### src/rtl/dm_request_controller.sv
// MEM-stage data memory request controller: aligns load/store requests, drives the
// valid/ready request handshake, waits for read responses and holds the returned word.
module dm_request_controller #(
  parameter int unsigned TIMEOUT_CYCLES = 255,
  parameter int unsigned CNT_W          = 8
) (
  input  logic        i_clk,
  input  logic        i_rst,
  input  logic        i_valid,
  input  logic        i_mem_rd,
  input  logic        i_mem_wr,
  input  logic [1:0]  i_size,
  input  logic [63:0] i_addr,
  input  logic [63:0] i_wdata,
  input  logic        i_flush,
  output logic        o_stall,
  output logic        o_done,
  output logic        o_misaligned,
  output logic        o_bus_error,
  output logic        o_mem_req_valid,
  input  logic        i_mem_req_ready,
  output logic        o_mem_we,
  output logic [63:0] o_mem_addr,
  output logic [7:0]  o_mem_strb,
  output logic [63:0] o_mem_wdata,
  input  logic        i_mem_rsp_valid,
  input  logic [63:0] i_mem_rsp_data,
  output logic [63:0] o_dm_data
);

  localparam logic [1:0] S_IDLE = 2'd0;
  localparam logic [1:0] S_REQ  = 2'd1;
  localparam logic [1:0] S_WAIT = 2'd2;
  localparam logic [1:0] S_DONE = 2'd3;

  localparam logic [1:0] SZ_B  = 2'b00;
  localparam logic [1:0] SZ_HW = 2'b01;
  localparam logic [1:0] SZ_W  = 2'b10;

  localparam logic [CNT_W-1:0] CNT_LAST = CNT_W'(TIMEOUT_CYCLES - 1);

  logic [1:0]       state_q, state_d;
  logic [CNT_W-1:0] cnt_q, cnt_d;
  logic             kill_q, kill_d;

  logic             done_d, misaligned_d, bus_error_d;
  logic             req_valid_d, we_d;
  logic [63:0]      addr_d, wdata_d, dm_data_d;
  logic [7:0]       strb_d;
  logic             stall_c;

  logic [2:0]       lane;
  logic             access;
  logic             misaligned;
  logic [7:0]       strb;
  logic [63:0]      wdata_shifted;
  logic             kill_now;

  // Request decode: alignment check, byte strobes and lane-shifted store data
  always_comb begin
    lane          = i_addr[2:0];
    access        = i_valid & (i_mem_rd | i_mem_wr) & ~i_flush;
    wdata_shifted = i_wdata << {lane, 3'b000};
    case (i_size)
      SZ_B: begin
        misaligned = 1'b0;
        strb       = 8'h01 << lane;
      end
      SZ_HW: begin
        misaligned = lane[0];
        strb       = 8'h03 << lane;
      end
      SZ_W: begin
        misaligned = |lane[1:0];
        strb       = 8'h0F << lane;
      end
      default: begin
        misaligned = |lane;
        strb       = 8'hFF;
      end
    endcase
  end

  // A flush seen in the same cycle as completion must also suppress the pulses
  assign kill_now = kill_q | i_flush;

  // Next-state and next-output logic
  always_comb begin
    state_d      = state_q;
    cnt_d        = cnt_q;
    kill_d       = kill_q;
    done_d       = 1'b0;
    misaligned_d = 1'b0;
    bus_error_d  = 1'b0;
    req_valid_d  = o_mem_req_valid;
    we_d         = o_mem_we;
    addr_d       = o_mem_addr;
    strb_d       = o_mem_strb;
    wdata_d      = o_mem_wdata;
    dm_data_d    = o_dm_data;
    stall_c      = 1'b0;

    case (state_q)
      S_IDLE: begin
        kill_d = 1'b0;
        if (access) begin
          stall_c = 1'b1;
          if (misaligned) begin
            state_d      = S_DONE;
            done_d       = 1'b1;
            misaligned_d = 1'b1;
          end else begin
            state_d     = S_REQ;
            req_valid_d = 1'b1;
            we_d        = i_mem_wr;
            addr_d      = {i_addr[63:3], 3'b000};
            strb_d      = strb;
            wdata_d     = wdata_shifted;
          end
        end
      end

      S_REQ: begin
        stall_c = 1'b1;
        if (i_flush) kill_d = 1'b1;
        if (i_mem_req_ready) begin
          req_valid_d = 1'b0;
          if (o_mem_we) begin
            state_d = S_DONE;
            done_d  = ~kill_now;
          end else begin
            state_d = S_WAIT;
            cnt_d   = '0;
          end
        end
      end

      S_WAIT: begin
        stall_c = 1'b1;
        if (i_flush) kill_d = 1'b1;
        if (i_mem_rsp_valid) begin
          dm_data_d = i_mem_rsp_data;
          state_d   = S_DONE;
          done_d    = ~kill_now;
        end else if (cnt_q == CNT_LAST) begin
          dm_data_d   = '0;
          state_d     = S_DONE;
          done_d      = ~kill_now;
          bus_error_d = ~kill_now;
        end else begin
          cnt_d = cnt_q + CNT_W'(1);
        end
      end

      default: begin
        state_d = S_IDLE;
        kill_d  = 1'b0;
      end
    endcase
  end

  // Stall is combinational so the pipeline freezes in the cycle the access is seen
  assign o_stall = stall_c & ~i_rst;

  always_ff @(posedge i_clk or posedge i_rst) begin
    if (i_rst) begin
      state_q         <= S_IDLE;
      cnt_q           <= '0;
      kill_q          <= 1'b0;
      o_done          <= 1'b0;
      o_misaligned    <= 1'b0;
      o_bus_error     <= 1'b0;
      o_mem_req_valid <= 1'b0;
      o_mem_we        <= 1'b0;
      o_mem_addr      <= '0;
      o_mem_strb      <= '0;
      o_mem_wdata     <= '0;
      o_dm_data       <= '0;
    end else begin
      state_q         <= state_d;
      cnt_q           <= cnt_d;
      kill_q          <= kill_d;
      o_done          <= done_d;
      o_misaligned    <= misaligned_d;
      o_bus_error     <= bus_error_d;
      o_mem_req_valid <= req_valid_d;
      o_mem_we        <= we_d;
      o_mem_addr      <= addr_d;
      o_mem_strb      <= strb_d;
      o_mem_wdata     <= wdata_d;
      o_dm_data       <= dm_data_d;
    end
  end

endmodule

### config.mk
export PLATFORM = sky130hd
export DESIGN_NAME = dm_request_controller
export DESIGN_NICKNAME = d
export VERILOG_FILES = /design/src/rtl/dm_request_controller.sv
export SDC_FILE = /design/constraint.sdc
export NUM_CORES = 1
export LEC_CHECK = 0
export ABC_AREA = 1
export CORE_MARGIN = 1
export CORE_UTILIZATION = 40
export CTS_CLUSTER_SIZE = 40
export DETAILED_ROUTE_END_ITERATION = 8
export PLACE_DENSITY_LB_ADDON = 0.05
export SLEW_MARGIN = 20
export SYNTH_ARGS = -nofsm -noshare
export SYNTH_HDL_FRONTEND = slang
export SYNTH_SLANG_ARGS = --single-unit
### constraint.sdc
create_clock -name i_clk -period 7.3 [get_ports i_clk]
set_input_delay 1.46 -clock i_clk [delete_from_list [all_inputs] [get_ports i_clk]]
set_output_delay 1.46 -clock i_clk [all_outputs]
set_load 0.01 [all_outputs]
# Word-level counts from Yosys, hierarchy flattened
# Index checks and enable logic that the tools add are counted.
# Widths: inputs -> output; s select.
[word_totals]
regBits = 213
out_inout_bits = 206
[op_classes]
bitwise = 9
shift = 4
muxes = 34
eq_ne = 13
n_reduce_logical = 13
n_addsub = 1
[ops]
columns = ["operator", "n"]
rows = [
  ["$mux 64", 2],
  ["$shl 64x6->64", 1],
  ["$mux 8", 4],
  ["$pmux 8 s3", 1],
  ["$mux 1", 16],
  ["$pmux 8 s2", 1],
  ["$ne 2x2->1 const B", 6],
  ["$mux 2", 5],
  ["$add 8x1->8 const B", 1],
  ["$eq 8x8->1 const B", 1],
  ["$shl 1x3->8 const A", 1],
  ["$shl 2x3->8 const A", 1],
  ["$shl 4x3->8 const A", 1],
  ["$pmux 1 s3", 2],
  ["$pmux 2 s3", 1],
  ["$reduce_and 3->1", 2],
  ["$reduce_bool 2->1", 3],
  ["$reduce_and 5->1", 1],
  ["$eq 2x1->1 const B", 2],
  ["$eq 2x2->1 const B", 2],
  ["$logic_not 2->1", 2],
  ["$not 1->1", 4],
  ["$pmux 1 s2", 2],
  ["$reduce_and 4->1", 1],
  ["other kinds (7)", 11],
]

# Depth between registers and ports, before layout
# Gate-level depths: netlist of run 1.
[logic_depth]
ltp_word = 6
ltp_mapped = 12
depth_no_buf = 10

# Least setup slack after synthesis of run 1
# No wires, ideal clock.
[synth_timing]
path_kind = "input to output"
startpoint = "in i_flush"
endpoint = "out o_stall"
path_slack_ns = 3.794
t_arrival_ns = 2.046
cell_stages = 5
n_path_buf = 0
required_time_ns = 5.840
cell_sequence = "inv_1 > nand2_1 > nor2_1 > nand2_1 > a211oi_1"
[synth_between]
elab_chain_len = 5
[synth_lines]
columns = ["element", "line_no", "source"]
rows = [
  ["from (decl)", "15", "input logic i_flush,"],
  ["$not 1->1", "62", "access = i_valid & (i_mem_rd | i_mem_wr) & ~i_flush;"],
  ["$and 1x1->1", "62", ""],
  ["$mux 1", "106", "if (access) begin"],
  ["$pmux 1 s2", "103", "case (state_q)"],
  ["$and 1x1->1", "163", "assign o_stall = stall_c & ~i_rst;"],
  ["to (decl)", "16", "output logic o_stall,"],
]
# Every way passes these cells.

# Final worst setup path of run 1
[layout_timing]
startpoint = "in i_addr[1]"
endpoint = "reg o_mem_wdata[13]"
[layout_between]
elab_chain_len = 4
word_cells_on_any_way = 6
cone_classes = "shift (1); mux (1); bitwise (1); reduce/logical (3)"
[layout_lines]
columns = ["element", "line_no", "source"]
rows = [
  ["from (decl)", "13", "input logic [63:0] i_addr,"],
  ["parallel branches: the longest is 4 deep, another holds $shl 64x6->64", "--", ""],
  ["to (signal assigned)", "190", "o_mem_wdata <= wdata_d;"],
  ["to (decl)", "25", "output logic [63:0] o_mem_wdata,"],
]
# Several ways; the timed one is not identified.
# A chain may end at the register's enable or synchronous reset.

==> results.md, run 1 <==
Clock network:
- The maximum level of the CTS H-tree is 1.
- TritonCTS built the clock tree.
- The cell sitting at the root of the clock tree is a sky130_fd_sc_hd__clkbuf_16.
- Counting along the longest clock path gives a buffer depth of 3.
- The number of hold buffers added after cts is 0.
- Post-CTS repair changed the size of 0 cells.
- The buffer count from post-CTS setup fixing is 0.
- The total number of clock tree sinks is 213.
- The clock latency on the worst-skew pair is 0.54 ns.
- The clock-pin slew on the worst setup and hold paths is 0.05 ns.
- The number of buffers added by the clock tree synthesis step is 26.

Power and ir drop:
- In this run the power spent charging and discharging nets is 1.91 mW.
- In this run, the clock network consumes 22.9% of the power.
- In this run, flip-flops and latches consume 35.1% of the power.
- The internal power summed over all cells is 3.67 mW.
- The leakage power figure is 7.50 nW.
- Of the total power, combinational logic draws 42.0%.
- Of the total power, the share spent switching nets is 34.3%.
- The power density over the cells is 363 mW/mm^2.
- IR analysis of the VDD net gives a maximum drop of 0.197 mV.

Logic synthesis:
- In the synthesized netlist the dominant register cell turns out to be sky130_fd_sc_hd__dfrtp_1.
- The flip-flop and latch count after synthesis is 213.
- The synthesized cell area is 0.0104 sq mm.
- Sequential elements use 51.2% of the synthesized area.
- After synthesis, the netlist uses 31 different library cells.
- The synthesized netlist cell count is 1,386.
- During synthesis, Yosys emitted a total of 0 warnings.
- The number of enable-type register cells in the synthesized netlist is 0.
- Dividing the synthesized area by the synthesized cell count gives 7.50 sq um.
- Counting flops with an async set or reset pin after synthesis yields a share of 100%.

Run:
- The number of max-cap violations is 0.

GRT:
- The met1 track demand over resource in global routing is 33.5%.
- The via count of the first global-routing pass is 10,200.
- The initial antenna violation count is 1.
- The total routing usage reported by global routing is 26.7%.
- Global routing used 42.7% of the available met2 tracks.
- The first-pass GRT wire length is 55,600 um.
- The met3 demand-to-capacity share in global routing is 8.33%.
- The peak-usage layer in the global routing report is met2.
- Entering global routing, the biggest net connects 116 pins.
- The total overflow left after global routing is 0.

Final layout:
- The share of final-layout standard cells stronger than drive strength 1 is 4.04%.
- The total inserted antenna cells is 0.
- The final cell count without fillers is 2,088.
- The area overhead of the layout relative to synthesis is 47.7%.
- The final standard cell utilization of the core is 60.7%.
- In the final design database the tool counted 1,953 nets.
- After filler insertion, the fill cell instance count of the layout stands at 2,329.

Routing:
- Wires add up to 36,200 um.
- The first routing iteration left 964 violations.
- The number of vias in the routed layout is 10,500.
- The average vias per placed instance is 5.04.
- The number of remaining DRC errors is 0.
- In this run the remaining antenna-violating nets after routing total 0.
- The detailed-route wire length per cell is 17.3 um.
- The first detailed-routing pass took 5 iterations.

Timing:
- The maximum clock rate is 206 MHz.
- The slew at the pin closest to its max-slew limit is 1.05 ns.
- The final count of hold timing violations is 0.
- Setup violations remaining at the end of the flow were counted as 0.
- The final critical delay including setup and external delays is 4.86 ns.
- The maximum clock skew at final layout is 0.0218 ns.
- The worst pin sits at a relative slew slack of 30.3%.
- Setup repair after global routing left no endpoint under its margin.
- The number of slew-limit violations in the final report is 0.
- In the final timing run, aggregate negative setup slack is 0 ns.
- Of the available clock period, the critical path in the final layout requires 66.6%.

Worst hold path:
- The worst hold path was traced through 2 stages.
- The worst hold path endpoint is o_mem_strb[0].
- The hold path startpoint is o_mem_strb[0].
- The path class of the tightest hold or removal check is flop to flop.

Critical path:
- At the worst endpoint, the required time is 7.68 ns.
- In this run the worst path has a maximum fanout of 79.
- STA classifies the critical path endpoint as a flop.
- The arrival time of data at the critical path endpoint is 5.24 ns.
- The worst reg2reg path endpoint is o_dm_data[23].
- In this run the critical register-to-register path is launched from state_q[0].
- The slack of the worst reg-to-reg path is 4.48 ns.
- STA classifies the critical path startpoint as a primary input.
- The number of cell instances on the worst register-to-register path is 7.
- The startpoint-to-endpoint class of the critical path is primary input to flop.

Floorplan:
- The overall die width is 163 um.
- The area inside the core boundary is 0.0253 sq mm.
- The standard-cell row count is 58.
- For this configuration, the core starts out at a cell density of 41.1%.
- 408 I/O pins were placed.
- The die is 163 um tall.
- The die covers 0.0267 sq mm.

Place:
- At the end of routability-driven placement, the weighted congestion stood at 0.947.
- Buffers placed on the I/O ports in this run total 404.
- The half-perimeter wire length of the detailed placement result is 25,700 um.
- The number of placed instances, taps included, is 2,043.

Run status:
- The run finished with clean final reports.
[worst max-delay path: stages]
cell and delay, ns:
sky130_fd_sc_hd__clkdlybuf4s50_1 1.02, sky130_fd_sc_hd__clkinv_2 0.77, sky130_fd_sc_hd__nand2_2 0.26, sky130_fd_sc_hd__nand2_1 0.07, sky130_fd_sc_hd__nand2_1 0.11, sky130_fd_sc_hd__nand2_2 0.09, sky130_fd_sc_hd__nand2_4 0.51, sky130_fd_sc_hd__buf_4 0.68
sky130_fd_sc_hd__o21ai_0 0.19
[how the worst max path moves through the flow]
stage | from | endpoint | depth (start not counted)
floorplan | i_rst | cnt_q[0] | 1
global placement | i_addr[1] | o_mem_wdata[30] | 9
detailed placement | i_addr[1] | o_mem_wdata[13] | 9
CTS | i_addr[1] | o_mem_wdata[13] | 9
global route | i_addr[1] | o_mem_wdata[26] | 9
finish | i_addr[1] | o_mem_wdata[13] | 9
[cells by family after synthesis]
group	Yosys count	synth area share, %
flip-flops	213	51.2
adder cells (fa/ha/maj)	10	1.20
AO/OA/AOI/OAI	68	3.37
XOR/XNOR	1	0.0842
other	1	0.0361
buffers and inverters	132	5.77
AND/OR/NAND/NOR	961	38.3
[power groups by stage]
stage	Clock, mW	Sequential (mW)	Combinational (mW)
after global placement	0	1.97	2.33
after detailed placement	0	1.97	2.36
after CTS	1.30	1.96	2.37
final	1.28	1.96	2.35
after floorplan	0	2.19	0.737
after global routing	1.36	2.03	2.57
[cells in the final DEF, fill, tap and decap left out, drive strengths merged]
cell / Yosys / routed
a211oi: 1 / 1
a21oi: 9 / 9
and2: 6 / 6
buf: 49 / 14
bufinv: 0 / 2
clkbuf: 42 / 33
clkdlybuf4s50: 0 / 402
clkinv: 2 / 11
conb: 1 / 3
dfrtp: 213 / 213
ha: 10 / 10
inv: 39 / 40
nand2: 673 / 673
nand3: 232 / 232
nand3b: 1 / 1
nand4: 14 / 14
nor2: 31 / 31
nor3: 1 / 1
o211ai: 3 / 3
o21ai: 55 / 55
or2: 3 / 3
xor2: 1 / 1
[routing by layer]
layer	up-vias	routed length, um
li1	5133	-
met1	4873	14500
met2	433	16600
met3	83	3650
met4	0	1440
met5	-	0
[synth_stat cells (2+ instances only)]
cell type                  count  share of area [%]
sky130_fd_sc_hd__and2_1        6               0.36
sky130_fd_sc_hd__nand2_2       2               0.12
sky130_fd_sc_hd__buf_6         2               0.22
sky130_fd_sc_hd__o21ai_0      51                2.5
sky130_fd_sc_hd__nand2_1     670                 24
sky130_fd_sc_hd__o211ai_1      3               0.22
sky130_fd_sc_hd__or2_2         3               0.18
sky130_fd_sc_hd__buf_2        21                1.0
sky130_fd_sc_hd__nand3_1     232                 11
sky130_fd_sc_hd__nor2_1       29                1.0
sky130_fd_sc_hd__ha_1         10                1.2
sky130_fd_sc_hd__buf_1        10               0.36
sky130_fd_sc_hd__dfrtp_1     213                 51
sky130_fd_sc_hd__buf_4        16                1.2
sky130_fd_sc_hd__inv_1        37                1.3
sky130_fd_sc_hd__o21ai_1       4               0.19
sky130_fd_sc_hd__nand4_1      14               0.84
sky130_fd_sc_hd__a21oi_1       9               0.43
sky130_fd_sc_hd__clkbuf_1     42                1.5
[sequential cells by signal (all words and copies together), names as in the netlist]
register and cells:
o_mem_strb 8, o_misaligned 1, o_mem_addr 61, o_done 1
cnt_q 8, o_mem_req_valid 1, o_mem_we 1, o_mem_wdata 64
o_dm_data 64, kill_q 1, o_bus_error 1, state_q 2
[layout make-up]
cell class	instances	area, sq um	share of cell area, %
multi-input combinational	1043	4490	29.2
timing repair buffer	416	4120	26.8
clock inverter	12	129	0.839
clock buffer	33	717	4.67
inverter	41	165	1.07
tap	330	413	2.69
sequential	213	5330	34.7
[metrics by stage]
step	area (sq um)	hold slack, ns	power, mW	setup slack, ns
floorplan	10400	0.461	2.93	0.0174
global placement	14500	0.458	4.30	2.05
detailed placement	14500	0.462	4.33	1.96
CTS	15400	0.476	5.64	2.51
global route	15400	0.498	5.95	2.09
finish	15400	0.473	5.58	2.44
Power figures use the tool's default switching activity.
==> run 2, diff against run 1 <==
Settings changed: CORE_AREA set to 2 2 157 159, CORE_MARGIN 1 to unset, CORE_UTILIZATION 40 to unset, DIE_AREA set to 0 0 159 161.
Clock period 7.3 ns to 5.05 ns, I/O delays scaled along.
==> run 2 against run 1 <==
Non-clock buffer count is 1 higher; core utilization is 3.1 points higher; total power is 41% higher; count of clock-buffer cells in the layout is 1 higher; clock skew is 0.011 ns lower; via count is 1.4% higher; clock power is 27% higher; register-to-register slack worse by 2.1 ns; sequential share of layout area is 0.17 points higher; wire length is 0.54% higher; critical path type is now primary input to output pin; largest cell class unchanged; design area is 0.48% lower.
==> results.md, run 2 (synthesis gave the netlist of run 1 again) <==
Run status:
- Outcome: complete, no violations (unchanged).

Final layout:
- The footprint of the flip-flops and latches is 0.00533 sq mm (unchanged).
- The share of final-layout standard cells stronger than drive strength 1 came to 3.76% (was 4.04%).
- The most common cell after layout, fill and taps aside was sky130_fd_sc_hd__nand2_1 (unchanged).
- The number of filler instances in the final layout was 2,158 (was 2,329).
- The final net count is 1,952 (was 1,953).
- The combined area of the multi-input logic cells was 0.00450 sq mm (was 0.00449 sq mm).
- Top flop regs: o_dm_data (64), o_mem_wdata (64), o_mem_addr (61) (unchanged).
- The area overhead of the layout relative to synthesis is 47.0% (was 47.7%).
- The final standard cell area without fillers is 0.0153 sq mm (was 0.0154 sq mm).
- Commonest cells after routing, fill and taps aside: 669 x sky130_fd_sc_hd__nand2_1, 402 x sky130_fd_sc_hd__clkdlybuf4s50_1, 231 x sky130_fd_sc_hd__nand3_1 (unchanged).

Routing:
- The average vias per placed instance came to 5.13 (was 5.04).
- The detailed-route wire length per cell is 17.5 um (was 17.3 um).
- The number of remaining DRC errors is 0 (unchanged).
- The number of iterations in the first detailed-routing pass is 6 (was 5).
- The first-iteration detailed-routing DRC count was 1,183 (was 964).
- The final routed wirelength across all metal layers is 36,400 um (was 36,200 um).
- The number of routed nets with antenna violations is 0 (unchanged).
- The number of vias in the routed layout is 10,700 (was 10,500).

Clock network:
- The clock latency on the worst-skew pair is 0.52 ns (was 0.54 ns).
- The buffer count from post-CTS setup fixing is 0 (unchanged).
- The number of buffers added by the clock tree synthesis step is 24 (was 26).
- The total number of clock tree sinks is 213 (unchanged).
- The clock-pin slew on the worst setup and hold paths was 0.06 ns (was 0.05 ns).
- The maximum count of clock buffers along a single path is 3 (unchanged).
- The number of hold buffers added after cts was 0 (unchanged).
- The maximum level of the CTS H-tree came to 1 (unchanged).
- The post-cts repair resize count is 0 (unchanged).
- The clock root buffer master was sky130_fd_sc_hd__clkbuf_16 (unchanged).
- The TritonCTS clock tree is built (unchanged).

Power and ir drop:
- The leakage power figure is 7.44 nW (was 7.50 nW).
- The power density over the cells came to 515 mW/mm^2 (was 363 mW/mm^2).
- The worst-case vdd ir drop is 0.379 mV (was 0.197 mV).

Critical path:
- The required time at the endpoint of the critical path is 4.04 ns (was 7.68 ns).
- The arrival time of data at the critical path endpoint is 2.70 ns (was 5.24 ns).
- The category of the worst setup path capture point is an output pin (was flop).
- The peak fanout along the critical path is 2 (was 79).
- The startpoint-to-endpoint class of the critical path is primary input to output pin (was primary input to flop).
- The category of the worst setup path launch point is a primary input (unchanged).

Place:
- The placer's final routability congestion estimate is 0.893 (was 0.947).
- The half-perimeter wire length of the detailed placement result is 25,600 um (was 25,700 um).
- The standard cell area after detailed placement is 0.0146 sq mm (was 0.0145 sq mm).
- The total of buffers placed on input and output ports is 404 (unchanged).

Timing:
- The final critical delay including setup and external delays is 3.71 ns.
- The number of slew-limit violations in the final report is 0 (unchanged).
- The maximum clock rate is 269 MHz.
- The final critical path takes up 73.5% of the cycle.
- The final count of hold timing violations is 0 (unchanged).
- The total negative slack is 0 ns (unchanged).
- The setup-violating endpoint count in the final report was 0 (unchanged).
- The maximum clock skew at final layout is 0.0106 ns (was 0.0218 ns).
- The slew at the pin closest to its max-slew limit came to 1.17 ns (was 1.05 ns).
- The worst max-slew margin expressed relative to the limit was 21.4% (was 30.3%).
- Unrepaired setup endpoints after global routing: no (unchanged).

Worst hold path:
- The worst min-delay path class is flop to flop (unchanged).

GRT:
- The maximum number of pins on one net before global-route repair is 150 (was 116).
- The peak-usage layer in the global routing report was met2 (unchanged).
- The aggregate global routing overflow is 0 (unchanged).
- The global routing met2 resource utilization is 45.9% (was 42.7%).
- The via count of the first global-routing pass is 10,200 (about the same).
- The total routing usage reported by global routing was 27.4% (was 26.7%).
- The first-pass GRT wire length is 56,300 um (was 55,600 um).
- The initial antenna violation count is 1 (unchanged).
- The met3 demand-to-capacity share in global routing is 6.39% (was 8.33%).
- The met1 track demand over resource in global routing is 35.3% (was 33.5%).

Floorplan:
- The overall die width is 159 um (was 163 um).
- The overall die height is 161 um (was 163 um).
- The area enclosed by the die boundary was 0.0256 sq mm (was 0.0267 sq mm).
- The total I/O pin count came to 408 (unchanged).
- The standard-cell row count came to 57 (was 58).
- The initial cell density of the core is 43.4% (was 41.1%).
- The area inside the core boundary is 0.0240 sq mm (was 0.0253 sq mm).

Run:
- The number of max-cap violations came to 0 (unchanged).
==> run 2: changes by cell type in the layout (fill, tap and decap cells not counted), moves of 2 or more <==
cell,previous run,this run
sky130_fd_sc_hd__clkbuf_16,26,24
sky130_fd_sc_hd__clkbuf_1,3,7
sky130_fd_sc_hd__buf_4,12,10
sky130_fd_sc_hd__bufinv_16,2,0
sky130_fd_sc_hd__buf_12,0,3
sky130_fd_sc_hd__clkinvlp_4,0,2
==> run 2: critical path, cell delays in order <==
cell and delay, ns:
sky130_fd_sc_hd__clkdlybuf4s50_1 0.50, sky130_fd_sc_hd__nor2_1 0.09, sky130_fd_sc_hd__nor2_1 0.18, sky130_fd_sc_hd__nand2_1 0.10, sky130_fd_sc_hd__a211oi_1 0.22, sky130_fd_sc_hd__clkdlybuf4s50_1 0.60
==> run 2: stage by stage <==
| step | util, % | setup WS (ns) | hold slack, ns | total power [mW] | std cells |
|---|---|---|---|---|---|
| after floorplan | - | 1.27 | 0.461 | 4.24 | 1388 |
| after global placement | 60.8 | 1.33 | 0.460 | 6.22 | 2038 |
| after detailed placement | 60.8 | 1.37 | 0.464 | 6.29 | 2038 |
| after CTS | 63.8 | 1.33 | 0.480 | 7.95 | 2081 |
| after global routing | 63.8 | 1.19 | 0.495 | 8.35 | 2082 |
| final | 63.8 | 1.34 | 0.475 | 7.88 | 2082 |
==> run 2: power breakdown <==
part	total (mW)	internal [mW]	switching (mW)	leakage, nW
combinational	3.41	1.77	1.63	4.36
clock	1.63	0.922	0.703	0.360
sequential	2.85	2.44	0.411	2.73
total	7.88	5.13	2.75	7.44
==> run 2: per-layer routing <==
layer | vias to the layer above | wire, um
li1 | 5124 | -
met1 | 4984 | 14700
met2 | 492 | 17300
met3 | 74 | 3270
met4 | 0 | 1070
met5 | - | 0
==> run 2: area by class of cell <==
type                       count  share of cell area [%]
tap                          324                    2.65
timing repair buffer         417                    27.3
inverter                      41                    1.06
multi-input combinational   1043                    29.4
clock inverter                 9                   0.385
antenna                        1                  0.0164
sequential                   213                    34.9
clock buffer                  34                    4.37
==> run 2: final timing paths <==
kind,start,to,slack (ns),cells past startpoint
worst max-delay path,i_mem_wr,o_stall,1.34,6
worst min-delay path,o_mem_addr[58],o_mem_addr[58],0.47,2
worst max register to register,state_q[0],cnt_q[4],2.38,8
worst min register to register,o_mem_addr[58],o_mem_addr[58],0.47,2
max in group asynchronous,i_rst,o_mem_wdata[13],2.94,3
min in group asynchronous,i_rst,o_dm_data[36],1.09,2
